<file path="src/rtl/pixel_stream_feeder_if.sv">
// Pixel stream from the frame-buffer feeder to the classifier's data_in port.
// The master drives pixel data and frame markers; the slave returns ready.
interface pixel_stream_feeder_if #(
    parameter int unsigned PIX_W = 24
) ();
    logic [PIX_W-1:0] pix_data;
    logic             pix_valid;
    logic             pix_ready;
    logic             pix_sof;
    logic             pix_eol;
    logic             pix_eof;

    modport master (
        output pix_data, pix_valid, pix_sof, pix_eol, pix_eof,
        input  pix_ready
    );

    modport slave (
        input  pix_data, pix_valid, pix_sof, pix_eol, pix_eof,
        output pix_ready
    );
endinterface

</file>
<file path="src/rtl/pixel_stream_feeder.sv">
// Reads one frame from a synchronous-read frame buffer in raster order, streams it out with
// frame markers over valid/ready, then waits for the classifier result or times out.
module pixel_stream_feeder #(
    parameter int unsigned IMG_W   = 128,
    parameter int unsigned IMG_H   = 128,
    parameter int unsigned PIX_W   = 24,
    parameter int unsigned ADDR_W  = 14,
    parameter int unsigned TIMEOUT = 65535
) (
    input  logic                 clk,
    input  logic                 rst,
    input  logic                 start_i,
    output logic                 busy_o,
    output logic                 done_o,
    output logic                 timeout_o,
    output logic                 mem_rd_en_o,
    output logic [ADDR_W-1:0]    mem_addr_o,
    input  logic [PIX_W-1:0]     mem_rd_data_i,
    pixel_stream_feeder_if.master pix,
    input  logic                 res_valid_i,
    input  logic [7:0]           res_class_i,
    output logic [7:0]           class_out_o
);
    localparam int unsigned NPIX  = IMG_W * IMG_H;
    localparam int unsigned CNT_W = $clog2(NPIX + 1);
    localparam int unsigned X_W   = (IMG_W > 1) ? $clog2(IMG_W) : 1;
    localparam int unsigned Y_W   = (IMG_H > 1) ? $clog2(IMG_H) : 1;
    localparam int unsigned TMO_W = (TIMEOUT > 1) ? $clog2(TIMEOUT) : 1;

    typedef enum logic [1:0] {S_IDLE, S_STREAM, S_WAIT} state_e;

    state_e           state_q;
    logic [CNT_W-1:0] rd_cnt_q;
    logic             rd_pend_q;
    logic [TMO_W-1:0] tmo_q;
    logic             busy_q, done_q, timeout_q;
    logic [7:0]       class_q;

    logic [PIX_W-1:0] head_q, head_d, tail_q, tail_d;
    logic             head_vld_q, head_vld_d, tail_vld_q, tail_vld_d;
    logic [X_W-1:0]   x_q, x_d;
    logic [Y_W-1:0]   y_q, y_d;
    logic             sof_q, eol_q, eof_q;

    logic             pop_c, accept_c, last_hs_c, rd_en_c;
    logic [1:0]       occ_c;

    // The head entry being handshaken this cycle frees its slot for a new read,
    // which keeps one pixel per cycle flowing with only two slots.
    assign pop_c     = head_vld_q & pix.pix_ready;
    assign accept_c  = (state_q == S_IDLE) & start_i;
    assign last_hs_c = pop_c & eof_q;
    assign occ_c     = 2'(head_vld_q) + 2'(tail_vld_q) + 2'(rd_pend_q) - 2'(pop_c);
    assign rd_en_c   = !rst && (state_q == S_STREAM) && (rd_cnt_q < CNT_W'(NPIX))
                       && (occ_c < 2'd2);

    assign mem_rd_en_o   = rd_en_c;
    assign mem_addr_o    = ADDR_W'(rd_cnt_q);
    assign busy_o        = busy_q;
    assign done_o        = done_q;
    assign timeout_o     = timeout_q;
    assign class_out_o   = class_q;
    assign pix.pix_data  = head_q;
    assign pix.pix_valid = head_vld_q;
    assign pix.pix_sof   = sof_q;
    assign pix.pix_eol   = eol_q;
    assign pix.pix_eof   = eof_q;

    // Control FSM, read counter and result/timeout handling.
    always_ff @(posedge clk) begin
        if (rst) begin
            state_q   <= S_IDLE;
            rd_cnt_q  <= '0;
            rd_pend_q <= 1'b0;
            tmo_q     <= '0;
            busy_q    <= 1'b0;
            done_q    <= 1'b0;
            timeout_q <= 1'b0;
            class_q   <= 8'h00;
        end else begin
            done_q    <= 1'b0;
            rd_pend_q <= rd_en_c;
            case (state_q)
                S_IDLE: begin
                    if (start_i) begin
                        state_q   <= S_STREAM;
                        busy_q    <= 1'b1;
                        timeout_q <= 1'b0;
                        rd_cnt_q  <= '0;
                    end
                end
                S_STREAM: begin
                    if (rd_en_c) begin
                        rd_cnt_q <= rd_cnt_q + CNT_W'(1);
                    end
                    if (last_hs_c) begin
                        state_q <= S_WAIT;
                        tmo_q   <= '0;
                    end
                end
                S_WAIT: begin
                    if (res_valid_i) begin
                        class_q   <= res_class_i;
                        timeout_q <= 1'b0;
                        done_q    <= 1'b1;
                        busy_q    <= 1'b0;
                        state_q   <= S_IDLE;
                    end else if (tmo_q == TMO_W'(TIMEOUT - 1)) begin
                        class_q   <= 8'hFF;
                        timeout_q <= 1'b1;
                        done_q    <= 1'b1;
                        busy_q    <= 1'b0;
                        state_q   <= S_IDLE;
                    end else begin
                        tmo_q <= tmo_q + TMO_W'(1);
                    end
                end
                default: state_q <= S_IDLE;
            endcase
        end
    end

    // Two-entry output FIFO: returned read data lands in head if empty, else in tail.
    always_comb begin
        head_d     = head_q;
        head_vld_d = head_vld_q;
        tail_d     = tail_q;
        tail_vld_d = tail_vld_q;
        if (pop_c) begin
            if (tail_vld_q) begin
                head_d     = tail_q;
                tail_vld_d = rd_pend_q;
                if (rd_pend_q) tail_d = mem_rd_data_i;
            end else begin
                head_vld_d = rd_pend_q;
                if (rd_pend_q) head_d = mem_rd_data_i;
            end
        end else if (rd_pend_q) begin
            if (!head_vld_q) begin
                head_d     = mem_rd_data_i;
                head_vld_d = 1'b1;
            end else begin
                tail_d     = mem_rd_data_i;
                tail_vld_d = 1'b1;
            end
        end
    end

    // Raster position of the head pixel; advances on each handshake.
    always_comb begin
        x_d = x_q;
        y_d = y_q;
        if (accept_c) begin
            x_d = '0;
            y_d = '0;
        end else if (pop_c) begin
            if (x_q == X_W'(IMG_W - 1)) begin
                x_d = '0;
                y_d = (y_q == Y_W'(IMG_H - 1)) ? '0 : y_q + Y_W'(1);
            end else begin
                x_d = x_q + X_W'(1);
            end
        end
    end

    always_ff @(posedge clk) begin
        if (rst) begin
            head_q     <= '0;
            tail_q     <= '0;
            head_vld_q <= 1'b0;
            tail_vld_q <= 1'b0;
            x_q        <= '0;
            y_q        <= '0;
            sof_q      <= 1'b0;
            eol_q      <= 1'b0;
            eof_q      <= 1'b0;
        end else begin
            head_q     <= head_d;
            tail_q     <= tail_d;
            head_vld_q <= head_vld_d;
            tail_vld_q <= tail_vld_d;
            x_q        <= x_d;
            y_q        <= y_d;
            sof_q      <= head_vld_d && (x_d == '0) && (y_d == '0);
            eol_q      <= head_vld_d && (x_d == X_W'(IMG_W - 1));
            eof_q      <= head_vld_d && (x_d == X_W'(IMG_W - 1)) && (y_d == Y_W'(IMG_H - 1));
        end
    end
endmodule
</file>
<file path="src/flat_wrapper.sv">
// flat-port wrapper written by rule: the top's interface ports become plain ports
module pixel_stream_feeder_flat 
#(
    parameter int unsigned IMG_W   = 128,
    parameter int unsigned IMG_H   = 128,
    parameter int unsigned PIX_W   = 24,
    parameter int unsigned ADDR_W  = 14,
    parameter int unsigned TIMEOUT = 65535
)
  (clk, rst, start_i, busy_o, done_o, timeout_o, mem_rd_en_o, mem_addr_o, mem_rd_data_i, res_valid_i, res_class_i, class_out_o, pix_pix_data, pix_pix_valid, pix_pix_sof, pix_pix_eol, pix_pix_eof, pix_pix_ready);
  pixel_stream_feeder_if #(.PIX_W(PIX_W)) pix_i ();
  input  logic clk;
  input  logic rst;
  input  logic start_i;
  output logic busy_o;
  output logic done_o;
  output logic timeout_o;
  output logic mem_rd_en_o;
  output logic [ADDR_W-1:0] mem_addr_o;
  input  logic [PIX_W-1:0] mem_rd_data_i;
  input  logic res_valid_i;
  input  logic [7:0] res_class_i;
  output logic [7:0] class_out_o;
  output wire logic [$bits(pix_i.pix_data)-1:0] pix_pix_data;
  output wire logic [$bits(pix_i.pix_valid)-1:0] pix_pix_valid;
  output wire logic [$bits(pix_i.pix_sof)-1:0] pix_pix_sof;
  output wire logic [$bits(pix_i.pix_eol)-1:0] pix_pix_eol;
  output wire logic [$bits(pix_i.pix_eof)-1:0] pix_pix_eof;
  input wire logic [$bits(pix_i.pix_ready)-1:0] pix_pix_ready;
  assign pix_pix_data = pix_i.pix_data;
  assign pix_pix_valid = pix_i.pix_valid;
  assign pix_pix_sof = pix_i.pix_sof;
  assign pix_pix_eol = pix_i.pix_eol;
  assign pix_pix_eof = pix_i.pix_eof;
  assign pix_i.pix_ready = pix_pix_ready;
  pixel_stream_feeder #(.IMG_W(IMG_W), .IMG_H(IMG_H), .PIX_W(PIX_W), .ADDR_W(ADDR_W), .TIMEOUT(TIMEOUT)) u_core (.clk(clk), .rst(rst), .start_i(start_i), .busy_o(busy_o), .done_o(done_o), .timeout_o(timeout_o), .mem_rd_en_o(mem_rd_en_o), .mem_addr_o(mem_addr_o), .mem_rd_data_i(mem_rd_data_i), .pix(pix_i), .res_valid_i(res_valid_i), .res_class_i(res_class_i), .class_out_o(class_out_o));
endmodule
</file>
<file path="config.mk">
export PLATFORM = sky130hd
export DESIGN_NAME = pixel_stream_feeder_flat
export DESIGN_NICKNAME = d
export VERILOG_FILES = /design/src/rtl/pixel_stream_feeder_if.sv /design/src/rtl/pixel_stream_feeder.sv /design/src/flat_wrapper.sv
export SDC_FILE = /design/constraint.sdc
export NUM_CORES = 1
export LEC_CHECK = 0
export ABC_AREA = 1
export CAP_MARGIN = 20
export CORE_MARGIN = 2
export CORE_UTILIZATION = 35
export DETAILED_ROUTE_END_ITERATION = 7
export PLACE_DENSITY = 0.63
export SYNTH_ARGS = -nofsm -noshare
export SYNTH_HDL_FRONTEND = slang
export SYNTH_SLANG_ARGS = --single-unit
</file>
<file path="constraint.sdc">
create_clock -name clk -period 2.6 [get_ports clk]
set_clock_uncertainty 0.1 [all_clocks]
set_input_delay 0.52 -clock clk [delete_from_list [all_inputs] [get_ports clk]]
set_output_delay 0.52 -clock clk [all_outputs]
set_load 0.01 [all_outputs]
</file>
### Word level (Yosys, flattened, before mapping)

Index checks and enable logic that the tools add are counted.
Widths: inputs -> output; s select.

* register bits after elaboration: 112
* output and inout port bits: 54
* logic and storage cells: 120

* add/sub/neg operators: 7
* $lt $le $gt $ge: 2
* eq/ne operators: 16
* muxes and demuxes: 47
* bitwise logic cells: 4
* reductions and logical operators: 27

Operators by type and width (count)
* $mux 24: 9
* $mux 7: 7
* $mux 16: 3
* $pmux 16 s2: 1
* $mux 15: 2
* $pmux 15 s2: 1
* $eq 7x7->1 const B: 4
* $add 16x1->16 const B: 1
* $eq 16x16->1 const B: 1
* $mux 8: 2
* $add 15x1->15 const B: 1
* $lt 15x15->1 const B: 1
* $mux 1: 15
* $add 7x1->7 const B: 2
* $logic_not 7->1: 2
* $reduce_bool 2->1: 7
* $reduce_and 3->1: 4
* $ne 2x2->1 const B: 5
* $mux 2: 4
* $reduce_and 4->1: 2
* $logic_and 1x1->1: 7
* $ne 2x1->1 const B: 3
* $pmux 2 s3: 1
* $pmux 1 s2: 2
* 13 further kinds: 16

### Logic depth before layout (Yosys ltp)

Gate-level depths: netlist of the first run.

* depth in word-level cells: 7
* gate-level depth with buffers: 11
* depth with buffers taken out: 11

### Worst setup path after synthesis of the first run

Ideal clock, no wire load.

* path kind: register -> output
* start point: register u_core.head_vld_q, in the netlist u_core.pix.pix_valid
* end point: output mem_rd_en_o
* arrival: 1.615 ns
* required time: 1.980 ns
* setup slack: 0.365 ns
* stages on the path, launching flop included: 8
* path buffers: 0
* cell sequence: dfxtp_1 nand2_2 ha_1 ha_1 nand2_1 a21o_1 nand3_1 inv_1

* cells in the longest elaborated chain, start to end: 5
* elaborated cells between the ends (all ways): 6
* those cells by class: add/sub: 3; order compare: 1; bitwise: 1; reduce/logical: 1

RTL lines
* from (decl): line pixel_stream_feeder.sv:40 `logic head_vld_q, head_vld_d, tail_vld_q, tail_vld_d;`
* from (signal assigned): line pixel_stream_feeder.sv:180 `head_vld_q <= head_vld_d;`
* $add 1x1->2: line pixel_stream_feeder.sv:53 `assign occ_c = 2'(head_vld_q) + 2'(tail_vld_q) + 2'(rd_pend_q) - 2'(pop_c);`
* $add 2x1->2: line pixel_stream_feeder.sv:53
* $sub 2x1->2 *: line pixel_stream_feeder.sv:53
* $lt 2x2->1 *: line pixel_stream_feeder.sv:55 `&& (occ_c < 2'd2);`
* $logic_and 1x1->1 *: line pixel_stream_feeder.sv:55
* to (decl): line flat_wrapper.sv:18 `output logic mem_rd_en_o;`

Mark *: on every way between the ends. The rest lies on a longest branch, timed or not.

### Worst setup path in the final report of the first run

* start point: input pix_pix_ready
* end point: output mem_rd_en_o

* cells in the longest elaborated chain, start to end: 4

RTL lines
* from (decl): line flat_wrapper.sv:29 `input wire logic [$bits(pix_i.pix_ready)-1:0] pix_pix_ready;`
* $and 1x1->1: line pixel_stream_feeder.sv:50 `assign pop_c = head_vld_q & pix.pix_ready;`
* $sub 2x1->2: line pixel_stream_feeder.sv:53
* $lt 2x2->1: line pixel_stream_feeder.sv:55
* $logic_and 1x1->1: line pixel_stream_feeder.sv:55

Every way passes these cells.

==> results of run 1 <==
-- worst register-to-register path: cells and delay by family (launching register included) --
kind,cells,cell delay [ns]
flops,1,0.35
fa+ha+maj,2,0.54
buf+inv,2,0.36
simple gates,6,0.40
compound gates,2,0.31
-- flip-flops by register name, indices dropped and copies added, names as in the netlist, 2 cells and up --
name / cells
u_core.x_q: 7
u_core.class_out_o: 8
u_core.y_q: 7
u_core.tmo_q: 16
u_core.rd_cnt_q: 15
u_core.pix.pix_data: 24
u_core.state_q: 2
u_core.tail_q: 24
-- cells in the mapped netlist --
library cell / count
a21o_1: 1
nand4_1: 14
buf_1: 1
nor2_1: 98
nand2_4: 1
o211ai_1: 25
a31o_2: 1
nand3_2: 3
nor2_4: 4
xnor2_1: 3
ha_1: 8
and3_1: 1
dfxtp_1: 112
inv_2: 4
nor3_1: 22
clkbuf_1: 14
a21oi_1: 75
nor2_2: 4
buf_2: 12
a21oi_2: 9
o21bai_1: 3
inv_1: 84
and2_1: 2
buf_6: 2
and2_0: 1
o21ai_0: 42
buf_4: 16
nand2_2: 11
o21a_1: 2
nand3_1: 57
xor2_1: 5
clkinv_2: 1
or2_2: 2
nand2_1: 173
buf_12: 1
-- final cells by class --
class	count	area, um^2	share of cell area [%]
clock inverters	7	126.4	1.783
inverters	89	335.3	4.730
clock buffers	9	225.2	3.177
repair buffers	112	1082	15.27
flip-flops and latches	112	2243	31.64
well taps	216	270.3	3.812
multi-input cells	567	2806	39.59
-- repair_timing --
action / 4_1_cts / 5_1_grt
hold endpoints to repair: 0 / 0
endpoints found under the setup margin: 1 / 1
gates resized for setup: 6 / 2
gates cloned: 0 / 0
hold buffers: 0 / 0
-- final timing paths --
check        slack [ns]                  from                 end  depth (start not counted)
min                0.35      u_core.tail_q[9]    u_core.tail_q[9]                          2
max                0.18         pix_pix_ready         mem_rd_en_o                          9
max reg2reg        0.44  u_core.pix.pix_valid  u_core.rd_cnt_q[3]                         12
min reg2reg        0.35      u_core.tail_q[9]    u_core.tail_q[9]                          2
-- routing by layer --
metal	up-vias	GRT usage (%)	share of wire (%)
met3	13	4.424	4.9
met4	0	4.693	1.2
met1	2363	22.73	49
met5	-	0	0
li1	2787	-	-
met2	116	25.97	44
-- power breakdown --
group,internal [mW],switching [mW],leakage (nW)
Sequential,1.74,0.0145,0.904
Combinational,0.140,0.189,1.37
Clock,0.955,0.675,0.168
-- cell families after synthesis --
kind of cell	synth area share, %
buffers and inverters	10.87
AND/OR/NAND/NOR	30.40
XOR/XNOR	1.240
flip-flops	39.68
AO/OA/AOI/OAI	16.03
adder cells (fa/ha/maj)	1.772
-- stage by stage --
stage / cells / util [%] / hold WS (ns)
2_1_floorplan: 814 / - / 0.3293
3_3_place_gp: 1096 / 42.55 / 0.3380
3_5_place_dp: 1096 / 42.55 / 0.3432
4_1_cts: 1112 / 44.81 / 0.3539
5_1_grt: 1112 / 44.79 / 0.3745
6_report: 1112 / 44.79 / 0.3531
==> results by group, run 1 <==
Run status
  • Outcome: finished clean

Timing
  • Final Max Tran Viols: 0
  • Setup slack after layout: 0.1756 ns
  • Setup violators final: 0
  • RSZ-0062 raised after global routing: false
  • Final Hold Viols: 0
  • Crit share post-route: 93.25%
  • Actual slew at the worst max-slew pin: 0.8091 ns
  • Max_slew headroom: 46.06%
  • Setup_tns: 0 ns
  • Fmax achieved: 412.5 MHz
  • Final worst path period need: 2.424 ns

Place
  • Cell Area, Placed: 6735 um^2
  • IO Port Bufs: 90
  • Worst slack at placement: -0.6088 ns
  • Hpwl dp: 9541 um
  • RePlAce Congestion: 0.8188

Worst hold path
  • Worst hold path type: flop to flop

Finish
  • Share of cells above drive strength 1: 9.375%
  • N_diodes: 0
  • Layout net count: 936
  • Design area: 7089 um^2
  • Most frequent cells in the layout: nand2_1 (173), dfxtp_1 (111), nor2_1 (97)
  • Fillers: 1630
  • Most common cell after layout, fill and taps aside: nand2_1
  • Syn-to-layout area delta: 25.47%

Worst setup path
  • Crit Path Category: input pin to output pin
  • Kind of cell adding the most delay to the critical path: adder cells
  • CP Data Required Time: 1.98 ns
  • CP max stage delay: 0.27 ns
  • Bufs and invs on worst path: 3
  • Critical path peak fanout: 2
  • Worst path arrival time: 1.80 ns
  • Setup crit start kind: input pin
  • Most common cell type on the critical path: ha_1
  • Worst path slowest cell: ha_1
  • Crit path cell chain: clkdlybuf4s15_2, nand2_2, ha_1, ha_1, nand2_1, a21o_1, nand3_2, inv_1, clkbuf_2
  • CP Capture Type: output pin

Die
  • FP Rows: 46
  • CORE AREA: 15830 um^2
  • Die width: 131.1 um
  • I/O pin total: 91
  • Initial Util: 35.70%
  • Height of the die: 131.1 um
  • Die area: 17180 um^2

Route
  • Detail Route Antenna Nets: 0
  • DRC: 0
  • Vias/cell: 4.747
  • WL/cell: 12.30 um
  • Final wirelength: 13680 um
  • Via Count: 5279
  • Drt first pass iters: 4
  • Initial drt markers: 315

GRT
  • Gr ovfl total: 0
  • Vias in the first global route: 4785
  • Total track usage: 16.64%
  • First-pass GRT wire length: 22910 um
  • Initial antenna violation count: 0
  • Largest net degree at the start of global routing: 68

Synth
  • Syn Area/Cell: 6.942 um^2
  • Yosys reg bits: 112
  • Post-synth cell types: 35
  • Largest cells by area after synthesis: dfxtp_1 (40%), nand2_1 (11%), a21oi_1 (6.6%)
  • Mapped Cells: 814
  • Yosys warnings: 0
  • Syn Std Cell Area: 5650 um^2
  • Syn Nets: 859
  • Post-synth top area cell: dfxtp_1
  • Seq/Total Area, Yosys: 39.68%
  • Synth top area share: 39.68%

Power
  • P per Cell Area: 523.4 nW/um^2
  • Total power: 3.710 mW
  • LEAKAGE: 2.441 nW
  • VDD IR-drop max: 0.3667 mV

Clock network
  • Clock transition at the registers of the reported paths: 0.07 ns
  • Clock insertion delay at the later pin of the skew report: 0.36 ns
  • TritonCTS clock tree: built
  • Buffers inserted by post-CTS timing repair: 0
  • Total clock buffers created by CTS: 9
  • CTS H-Tree Depth: 3
  • Root buf cell: clkbuf_16
  • Clock Path Buffers: 2
  • CTS Sinks: 112

Run
  • MaxCap Viol Count: 0
Note: power is estimated with default switching activity, not from simulation.
==> inputs of run 2 (changes only) <==
Settings changed: SLEW_MARGIN set to 15.
==> results of run 2 <==
No change in the layout: final DEF, timing and power equal those of run 1.
==> inputs of run 3 (changes only) <==
Settings changed: CORE_MARGIN 2 to not set, CORE_UTILIZATION 35 to 54, CTS_CLUSTER_SIZE set to 28, PLACE_DENSITY 0.63 to 0.87.
==> run 3 against run 2 <==
Effect of this change: design area decreased by 3.9%; sequential share of layout area increased by 1.3 points; count of clock-buffer cells in the layout unchanged; flip-flop and latch count unchanged; first-iteration DRC count decreased by 12%; highest routed layer unchanged.
==> results by group, run 3 (same netlist as run 1, synthesis figures left out) <==
Finish
  • Share of cells above drive strength 1: 9.172% (-0.20 points)
  • Fillers: 849 (-48%)
  • N_diodes: 0 (unchanged)
  • Most frequent cells in the layout: nand2_1 (173), dfxtp_1 (110), nor2_1 (97)
  • Most common cell after layout, fill and taps aside: nand2_1
  • Layout net count: 934 (-0.21%)
  • Final Non-Filler Cells: 1027 (-7.6%)
  • Syn-to-layout area delta: 20.55%

Route
  • Final wirelength: 12750 um (-6.8%)
  • DRC: 0 (unchanged)
  • Drt first pass iters: 5 (+1)
  • Initial drt markers: 277 (-12%)
  • WL/cell: 12.41 um (+0.94%)
  • Detail Route Antenna Nets: 0 (unchanged)
  • Vias/cell: 5.285 (+11%)
  • Via Count: 5428 (+2.8%)

Die
  • Die width: 104.3 um (-20%)
  • Die area: 10880 um^2 (-37%)
  • I/O pin total: 91 (unchanged)
  • CORE AREA: 9955 um^2 (-37%)
  • Height of the die: 104.3 um (-20%)
  • Initial Util: 56.76% (+21 points)
  • FP Rows: 36 (-22%)

Clock network
  • # hold bufs at CTS: 0 (unchanged)
  • Clock Path Buffers: 2 (unchanged)
  • TritonCTS clock tree: built
  • CTS Sinks: 112 (unchanged)
  • Root buf cell: clkbuf_8
  • Total clock buffers created by CTS: 9 (unchanged)
  • Clock insertion delay at the later pin of the skew report: 0.39 ns (+0.03 ns)
  • CTS H-Tree Depth: 3 (unchanged)
  • Clock transition at the registers of the reported paths: 0.11 ns (+0.04 ns)

Place
  • Worst slack at placement: -0.5945 ns (+0.01432 ns)
  • RePlAce Congestion: 0.9009 (+10%)
  • Placed Cells: 1011 (-7.8%)
  • Hpwl dp: 9049 um (-5.2%)
  • IO Port Bufs: 90 (unchanged)

Timing
  • Setup slack after layout: 0.1397 ns (-0.03591 ns)
  • Hold WS: 0.3579 ns (+0.004801 ns)
  • Max_slew headroom: 49.37% (+3.3 points)
  • RSZ-0062 raised after global routing: false
  • Crit share post-route: 94.63% (+1.4 points)
  • Final worst path period need: 2.460 ns (+0.03591 ns)
  • Setup violators final: 0 (unchanged)
  • Setup_tns: 0 ns (unchanged)
  • Final Hold Viols: 0 (unchanged)
  • Final Max Tran Viols: 0 (unchanged)
  • Fmax achieved: 406.4 MHz (-1.5%)
  • Actual slew at the worst max-slew pin: 0.7595 ns (-0.04962 ns)

Run status
  • Outcome: finished clean

GRT
  • First-pass GRT wire length: 22020 um (-3.9%)
  • Largest net degree at the start of global routing: 67 (-1.5%)
  • Vias in the first global route: 5040 (+5.3%)
  • Initial antenna violation count: 0 (unchanged)
  • Gr ovfl total: 0 (unchanged)
  • Total track usage: 24.26% (+7.6 points)

Power
  • VDD IR-drop max: 0.3641 mV (-0.72%)
  • Seq pwr share: 55.1% (+7.9 points)
  • Combinational share of power: 10.2% (+1.3 points)
  • Switching pwr: 0.8363 mW (-4.8%)
  • Pint: 2.342 mW (-17%)
  • Clock power frac: 34.7% (-9.2 points)
  • LEAKAGE: 2.366 nW (-3.1%)
  • P per Cell Area: 466.6 nW/um^2 (-11%)
  • Net Sw Frac: 26.31% (+2.6 points)

Worst setup path
  • Crit path cell chain: inv_1, ha_1, ha_1, nand2_1, a21o_1, nand3_2, inv_1, clkbuf_2
  • Crit Path Category: flop to output pin
  • CP Data Required Time: 1.98 ns (about the same)
  • CP Capture Type: output pin
  • Setup crit start kind: flop
  • Worst path slowest cell: dfxtp_2
  • Worst path arrival time: 1.84 ns (+0.04 ns)
  • CP max stage delay: 0.35 ns (+0.08 ns)
  • Critical path peak fanout: 2 (unchanged)

Run
  • MaxCap Viol Count: 0 (unchanged)

Worst hold path
  • Worst hold path type: flop to flop
## run 3: cell types whose count changed in the layout (fill, tap and decap cells not counted), sizes merged
cell    delta
buf        -2
bufinv     -2
inv        +2
## run 3: path summary, 6_finish.rpt
kind,slack [ns],end,startpoint,cells past startpoint
max,0.14,mem_rd_en_o,u_core.rd_pend_q,8
min,0.36,u_core.tail_q[16],u_core.tail_q[16],2
max reg2reg,0.42,u_core.rd_cnt_q[3],u_core.rd_pend_q,12
min reg2reg,0.36,u_core.tail_q[16],u_core.tail_q[16],2
## run 3: critical path, delay by kind of cell (launching register included)
family	cells	cell delay [ns]
simple gates	2	0.18
compound gates	1	0.12
fa+ha+maj	2	0.56
buf+inv	3	0.25
flops	1	0.35
## run 3: what timing repair did
item,CTS,global route
gates resized for setup,7,1
endpoints found under the setup margin,1,1
gates cloned,0,0
setup buffers,0,0
hold endpoints to repair,0,0
## run 3: area by class of cell
type	count	area, um^2	share of cell area [%]
tap	133	166.4	2.443
inverter	89	335.3	4.923
sequential	112	2245	32.95
timing repair buffer	110	1054	15.47
clock buffer	9	123.9	1.819
clock inverter	7	86.33	1.267
multi-input combinational	567	2801	41.13
## run 3: metal layers
metal  track usage (%)  part of all wire (%)
met1             30.67                    46
met2             39.74                    47
met3             5.702                   5.6
met4             9.592                   1.7
met5                 0                     0
## run 3: power by group through the flow
stage               Combinational (mW)  Sequential (mW)  Clock [mW]
global route                     0.357             1.76        1.19
global placement                 0.319             1.79           0
finish                           0.324             1.75        1.10
CTS                              0.324             1.75        1.13
floorplan                        0.172             1.80           0
detailed placement               0.323             1.79           0
## run 3: per-stage QoR
stage / util, % / power (mW) / cell area [um^2]
after floorplan: - / 1.968 / 5650
after global placement: 66.29 / 2.110 / 6599
after detailed placement: 66.29 / 2.115 / 6599
after CTS: 68.48 / 3.204 / 6817
after global routing: 68.43 / 3.303 / 6812
final: 68.43 / 3.179 / 6812
